===== config.mk =====
export PLATFORM = sky130hd
export DESIGN_NAME = buck_step_ctrl
export DESIGN_NICKNAME = d
export VERILOG_FILES = /design/src/rtl/buck_pkg.sv /design/src/rtl/buck_pwm_cnt.sv /design/src/rtl/buck_step_ctrl.sv
export SDC_FILE = /design/constraint.sdc
export NUM_CORES = 1
export LEC_CHECK = 0
export ABC_AREA = 0
export BUFFER_PORTS_ARGS = -buffer_cell sky130_fd_sc_hd__buf_2
export CELL_PAD_IN_SITES_DETAIL_PLACEMENT = 1
export CELL_PAD_IN_SITES_GLOBAL_PLACEMENT = 1
export CORE_MARGIN = 2
export CORE_UTILIZATION = 48
export DETAILED_ROUTE_END_ITERATION = 10
export GPL_ROUTABILITY_DRIVEN = 0
export PLACE_DENSITY = 0.81
export SLEW_MARGIN = 10
export SYNTH_ARGS = -nofsm -noshare
export SYNTH_HDL_FRONTEND = slang
export SYNTH_SLANG_ARGS = --single-unit
export TNS_END_PERCENT = 100

===== constraint.sdc =====
create_clock -name clk_i -period 3.35 [get_ports clk_i]
set_clock_uncertainty 0.2 [all_clocks]
set_input_delay 0.1675 -clock clk_i [delete_from_list [all_inputs] [get_ports clk_i]]
set_output_delay 0.1675 -clock clk_i [all_outputs]
set_load 0.02 [all_outputs]

===== src/rtl/buck_pkg.sv =====
// Shared types and encodings for the buck converter step sequencer.
package buck_pkg;

  typedef enum logic [1:0] {
    ST_IDLE   = 2'd0,
    ST_LATCH  = 2'd1,
    ST_CALC   = 2'd2,
    ST_COMMIT = 2'd3
  } state_t;

  localparam int NUM_VARS = 4;

  typedef logic [1:0] sel_t;

  localparam sel_t SEL_V1I = 2'd0;
  localparam sel_t SEL_V2I = 2'd1;
  localparam sel_t SEL_V1D = 2'd2;
  localparam sel_t SEL_V2D = sel_t'(NUM_VARS - 1);

endpackage


===== src/rtl/buck_pwm_cnt.sv =====
// PWM position counter; on each advance it latches the switch state for the
// step about to be solved and moves to the next position in the period.
module buck_pwm_cnt #(
  parameter int PWM_STEPS = 50
) (
  input  logic       clk_i,
  input  logic       rst_i,
  input  logic       adv,
  input  logic [7:0] duty,
  output logic       sw
);

  localparam logic [7:0] PWM_LAST = 8'(PWM_STEPS - 1);

  logic [7:0] pwm_cnt;

  always_ff @(posedge clk_i or posedge rst_i) begin
    if (rst_i) begin
      pwm_cnt <= '0;
      sw      <= 1'b0;
    end else if (adv) begin
      sw      <= (pwm_cnt < duty);
      pwm_cnt <= (pwm_cnt == PWM_LAST) ? 8'd0 : pwm_cnt + 8'd1;
    end
  end

endmodule


===== src/rtl/buck_step_ctrl.sv =====
// Step sequencer: a free-running divider issues step ticks, and each accepted
// tick walks the four state-variable updates through the shared solver.
//
// state  | meaning
// IDLE   | waiting for a step tick
// LATCH  | sample PWM switch state for this step
// CALC   | request updates sel 0..3, one per ack
// COMMIT | pulse step_done, bump step count
module buck_step_ctrl
  import buck_pkg::*;
#(
  parameter int STEP_DIV  = 100,
  parameter int PWM_STEPS = 50
) (
  input  logic        clk_i,
  input  logic        rst_i,
  input  logic        en_i,
  input  logic [7:0]  duty_i,
  output logic        calc_req_o,
  output logic [1:0]  calc_sel_o,
  output logic        calc_sw_o,
  input  logic        calc_ack_i,
  output logic        step_done_o,
  output logic [15:0] step_cnt_o,
  output logic        busy_o,
  output logic        overrun_o
);

  localparam logic [15:0] DIV_LAST = 16'(STEP_DIV - 1);

  state_t      state_q;
  logic [15:0] div_q;
  logic [15:0] step_cnt_q;
  logic        tick;
  logic        latch_adv;

  assign tick       = en_i && (div_q == DIV_LAST);
  assign latch_adv  = (state_q == ST_LATCH);
  assign step_cnt_o = step_cnt_q;

  always_ff @(posedge clk_i or posedge rst_i) begin
    if (rst_i) begin
      div_q <= '0;
    end else if (en_i) begin
      div_q <= (div_q == DIV_LAST) ? 16'd0 : div_q + 16'd1;
    end
  end

  // A tick seen outside IDLE (COMMIT included) is dropped and only flagged.
  always_ff @(posedge clk_i or posedge rst_i) begin
    if (rst_i) begin
      state_q     <= ST_IDLE;
      calc_req_o  <= 1'b0;
      calc_sel_o  <= SEL_V1I;
      busy_o      <= 1'b0;
      step_done_o <= 1'b0;
      step_cnt_q  <= '0;
      overrun_o   <= 1'b0;
    end else begin
      step_done_o <= 1'b0;
      if (tick && state_q != ST_IDLE) overrun_o <= 1'b1;
      case (state_q)
        ST_IDLE: begin
          if (tick) begin
            state_q <= ST_LATCH;
            busy_o  <= 1'b1;
          end
        end
        ST_LATCH: begin
          state_q    <= ST_CALC;
          calc_req_o <= 1'b1;
          calc_sel_o <= SEL_V1I;
        end
        ST_CALC: begin
          if (calc_req_o && calc_ack_i) begin
            calc_sel_o <= calc_sel_o + 2'd1;
            if (calc_sel_o == SEL_V2D) begin
              state_q     <= ST_COMMIT;
              calc_req_o  <= 1'b0;
              step_done_o <= 1'b1;
              step_cnt_q  <= step_cnt_q + 16'd1;
            end
          end
        end
        ST_COMMIT: begin
          state_q <= ST_IDLE;
          busy_o  <= 1'b0;
        end
        default: state_q <= ST_IDLE;
      endcase
    end
  end

  buck_pwm_cnt #(.PWM_STEPS(PWM_STEPS)) u_pwm (
    .clk_i (clk_i),
    .rst_i (rst_i),
    .adv   (latch_adv),
    .duty  (duty_i),
    .sw    (calc_sw_o)
  );

endmodule


; Yosys cells after proc, flatten, opt, wreduce, memory -nomap -nowiden
; Index checks and enable logic that the tools add are counted.
[word_totals]
reg_bits = 49
in_bits = 12
output_inout_bits = 23
wordCells = 52
[op_classes]
n_addsub = 4
n_lt_le_gt_ge = 1
eq_ne = 9
mux = 16
n_reduce_logical = 12
[op_table]
columns = operator, count
row1 = adder 16 x 1 -> 16 bit (second input constant), 2
row2 = equality test 16 x 7 -> 1 bit (second input constant), 1
row3 = two-way mux 16 bit, 1
row4 = AND reduction 3 bit, 3
row5 = adder 8 x 1 -> 8 bit (second input constant), 1
row6 = equality test 8 x 6 -> 1 bit (second input constant), 1
row7 = less-than comparator 8 bit, 1
row8 = two-way mux 2 bit, 4
row9 = two-way mux 8 bit, 1
row10 = case mux 2 bit (4 select lines), 1
row11 = equality test 2 bit (second input constant), 3
row12 = two-way mux 1 bit, 6
row13 = inequality test 2 bit (second input constant), 3
row14 = nonzero test 2 bit, 3
row15 = case mux 1 bit (2 select lines), 2
row16 = case mux 2 bit (2 select lines), 1
row17 = AND reduction 2 bit, 2
row18 = logical AND 1 bit, 3
row19 = adder 2 x 1 -> 2 bit (second input constant), 1
row20 = equality test 2 x 1 -> 1 bit (second input constant), 1
row21 = zero test 2 bit, 1

; Logic depth before layout (Yosys ltp)
[logic_depth]
ltp_word = 4
ltp_mapped = 7
mapped_depth_nobuf = 6

; By module
; From an unflattened synthesis, not the netlist that was laid out.
[unflattened]
hier_cells = 235
hier_area_um2 = 2521.2
[by_module_without_submodules]
columns = module, n_inst, cells_each, area_each_um2, seq_area_each_um2
row1 = buck_step_ctrl, 1, 169, 1875.5, 1001.0
row2 = buck_pwm_cnt, 1, 66, 645.6, 225.2

; Worst setup path after synthesis
; Ideal clock, no wire load.
[synth_path]
path_type = reg-to-reg
start = register state_q[0]
end = register step_cnt_q[12], in the netlist step_cnt_o[12]
setup_ns = 0.076
t_arrival_ns = 1.718
t_required_ns = 3.074
path_slack_ns = 1.356
path_stages_with_launch = 8
n_path_buf = 1
period_less_slack_ns = 1.994
cell_sequence = dfrtp_1 inv_1 ha_1 nand4_4 or3_1 buf_6 nor2_4 xor2_2
[synth_between]
elab_chain_cells = 2
[synth_rtl]
columns = item, line
row1 = from (decl), buck_step_ctrl.sv:31  ; state_t state_q;
row2 = from (signal assigned), buck_step_ctrl.sv:52  ; state_q <= ST_IDLE;
row3 = from (signal assigned), buck_step_ctrl.sv:65  ; state_q <= ST_LATCH;
row4 = from (signal assigned), buck_step_ctrl.sv:70  ; state_q <= ST_CALC;
row5 = equality test 2 bit, buck_step_ctrl.sv:62  ; case (state_q)
row6 = AND reduction 3 bit (no source line), n/a
row7 = to (signal assigned), buck_step_ctrl.sv:81  ; step_cnt_q <= step_cnt_q + 16'd1;
row8 = to (decl), buck_step_ctrl.sv:33  ; logic [15:0] step_cnt_q;
; No other way between the ends.
; A chain may end at the register's enable or synchronous reset.

; Worst setup path in the final report
[layout_path]
start = register state_q[0]
end = register step_cnt_q[10], in the netlist step_cnt_o[10]
; Same word-level chain as after synthesis.

==> flow_metrics.env <==
export IMPL_htreeDepth=2
export IMPL_slew_headroom=0.332
export IMPL_syn_cell_area_um2=2520
export IMPL_wire_per_inst_um=14.7
export IMPL_row_count=26
export IMPL_synth_compound_gate_area_share=0.0500
export IMPL_syn_nets=263
export IMPL_async_flop_share=1.00
export IMPL_hold_viol=0
export IMPL_yosysMostFrequentCell="dfrtp_1"
export IMPL_clock_path_buffers=2
export IMPL_io_pins=35
export IMPL_synth_top_cell_by_area="dfrtp_1"
export IMPL_nFillCells=576
export IMPL_ant_nets=0
export IMPL_p_total_mw=1.73
export IMPL_cp_slowest_cell="or3_1"
export IMPL_synth_enable_flop_cells=0
export IMPL_drive_above_1_share=0.194
export IMPL_synth_cells=234
export IMPL_ys_dominant_reg_cell="dfrtp_1"
export IMPL_sw_frac_of_total=0.362
export IMPL_first_iter_violations=50
export IMPL_worst_setup_path_type="register to register"
export IMPL_vdd_drop_max_uv=294
export IMPL_cts_hold_buf=1
export IMPL_crit_buf_inv=1
export IMPL_hpwl_um=3820
export IMPL_io_buffers=34
export IMPL_post_cts_resized=0
export IMPL_arrival_ns=2.27
export IMPL_ys_seq_area_frac=0.486
export IMPL_crit_chain="inv_1 > ha_1 > nand4_4 > or3_1 > nor2_2 > xor2_1"
export IMPL_postCtsSetupBuffers=0
export IMPL_coreArea_um2=5110
export IMPL_p_switching_mw=0.626
export IMPL_synth_adder_area_share=0.0842
export IMPL_clk_pin_slew_ns=0.09
export IMPL_power_density_nw_per_um2=603
export IMPL_cts_buffers=5
export IMPL_p_int_mw=1.10
export IMPL_crit_path_start_kind="register"
export IMPL_finalSetupTns_ns=0
export IMPL_synth_simple_gate_area_frac=0.204
export IMPL_dr_pass1_iters=4
export IMPL_cts_root_buffer="clkbuf_8"
export IMPL_path_delay_family="simple AND/OR/NAND/NOR gates"
export IMPL_clk_latency_ns=0.30
export IMPL_post_route_min_period_ns=2.25
export IMPL_max_stage_delay_ns=0.57
export IMPL_post_route_drc_count=0
export IMPL_grt_pass1_wl_um=9180
export IMPL_area_growth_pct=13.5
export IMPL_min_period_over_period=0.671
export IMPL_setup_violations_final=0
export IMPL_p_leak_nw=1.50
export IMPL_wl_um=5030
export IMPL_drv_slew=0
export IMPL_status="finished clean"
export IMPL_grt_overflow_total=0
export IMPL_comb_power_share=0.309
export IMPL_finish_utilization=0.561
export IMPL_track_usage=0.193
export IMPL_first_global_vias=1960
export IMPL_ys_top_cells_by_count="49 x dfrtp_1, 19 x xnor2_1, 17 x ha_1, 17 x nand2_1, 16 x inv_1"
export IMPL_die_height_um=76.5
export IMPL_dp_cells=334
export IMPL_fmax_mhz=445
export IMPL_synthTopCellsByArea="dfrtp_1 49%, ha_1 8.4%, xnor2_1 6.6%"
export IMPL_layout_cells_non_filler=343
export IMPL_pwr_share_clk=0.209
export IMPL_finalNetCount=301
export IMPL_ys_types=39
export IMPL_fp_dieW_um=76.5
export IMPL_worst_ep_required_time_ns=3.37
export IMPL_max_cap_viol_count=0
export IMPL_synth_xor_area_frac=0.131
export IMPL_tightestPinTransition_ns=1.00
export IMPL_clock_sinks=49
export IMPL_muxShareOfSynthArea=0.0124
export IMPL_synth_area_per_cell_um2=10.8
export IMPL_synth_top_family_by_area="simple AND/OR/NAND/NOR gates"
export IMPL_tritoncts="yes"
export IMPL_seqPwrFrac=0.482
export IMPL_yosys_warnings=0
export IMPL_rsz0062_at_grt="false"
export IMPL_min_path_type="input port to register"
export IMPL_antenna_found_initial=0
export IMPL_grt_max_degree=50
export IMPL_start_util=0.494
export IMPL_cp_end_kind="register"
export IMPL_path_max_fanout=7
export IMPL_diodes=0
export IMPL_vias_per_cell=5.33
export IMPL_post_synth_top_area_fraction=0.486
export IMPL_die_area_um2=5860
export IMPL_vias=1828
export IMPL_ys_ff_latch=49
[layout by cell type, fill, tap and decap left out, types with 3 or more instances in the layout]
| master | count |
|---|---|
| buf_2 | 34 |
| a21oi_1 | 5 |
| nand3_1 | 13 |
| xnor2_1 | 19 |
| nand2b_1 | 3 |
| and4_1 | 4 |
| and3_1 | 10 |
| clkbuf_8 | 6 |
| dfrtp_1 | 49 |
| ha_1 | 17 |
| o21ai_0 | 6 |
| nand4_1 | 12 |
| xor2_1 | 15 |
| nor2_1 | 11 |
| nand2_1 | 17 |
| nor4_1 | 4 |
| inv_1 | 15 |
[per-layer routing]
metal  up-vias  part of all wire  global-route usage
li1        882                 -                   -
met1       921              0.43               0.234
met2        20              0.54               0.357
met3         5             0.024              0.0320
met4         0            0.0084              0.0491
met5         -                 0                   0
[final timing paths]
kind                                start          endpoint  slack (ns)  cells past startpoint
hold / removal                       en_i          div_q[0]        0.03                      3
setup / recovery               state_q[0]    step_cnt_o[10]        1.10                      6
max in group asynchronous           rst_i  u_pwm.pwm_cnt[4]        1.88                      3
min in group asynchronous           rst_i          div_q[0]        0.45                      3
hold reg to reg            step_cnt_o[15]    step_cnt_o[15]        0.28                      1
setup reg to reg               state_q[0]    step_cnt_o[10]        1.10                      6
[sequential cells by signal, indices dropped and copies added, names as in the netlist]
signal	cells
busy_o	1
calc_req_o	1
calc_sel_o	2
div_q	16
overrun_o	1
state_q	2
step_cnt_o	16
step_done_o	1
u_pwm.pwm_cnt	8
u_pwm.sw	1
[worst reg2reg max path, delay by kind of cell, from the launching register on]
family | cells | cell delay (ns)
fa+ha+maj | 1 | 0.34
buf+inv | 1 | 0.12
xor+xnor | 1 | 0.16
simple gates | 3 | 0.92
flops | 1 | 0.43
[metrics by stage]
| step | setup WS [ns] | instance area, um^2 | hold slack, ns |
|---|---|---|---|
| 2_1_floorplan | 1.36 | 2520 | 0.183 |
| 3_3_place_gp | 1.22 | 2760 | 0.259 |
| 3_5_place_dp | 1.12 | 2760 | 0.271 |
| 4_1_cts | 1.10 | 2870 | 0.0146 |
| 5_1_grt | 0.974 | 2870 | 0.0618 |
| 6_report | 1.10 | 2870 | 0.0258 |
[power groups by stage]
stage                     Clock [mW]  Sequential [mW]  Combinational (mW)
after global routing           0.395            0.859               0.616
after CTS                      0.371            0.835               0.547
after detailed placement           0            0.847               0.539
after global placement             0            0.838               0.508
after floorplan                    0            0.849               0.372
final                          0.361            0.833               0.535
[area by class of cell]
type                    instances  area [um^2]  area share
flip-flops and latches         49         1230       0.428
multi-input cells             165         1220       0.424
repair buffers                 35          180      0.0629
well taps                      70         87.6      0.0306
clock buffers                   6         82.6      0.0288
inverters                      16         60.1      0.0210
clock inverters                 2         13.8     0.00480
[kinds of logic (layout without fill, tap and decap cells)]
group / after synthesis / in the layout
compound gates: 20 / 20
xor+xnor: 36 / 36
fa+ha+maj: 17 / 17
buf+inv: 20 / 59
flops: 49 / 49
mux: 3 / 3
simple gates: 89 / 89
Power figures use the tool's default switching activity.
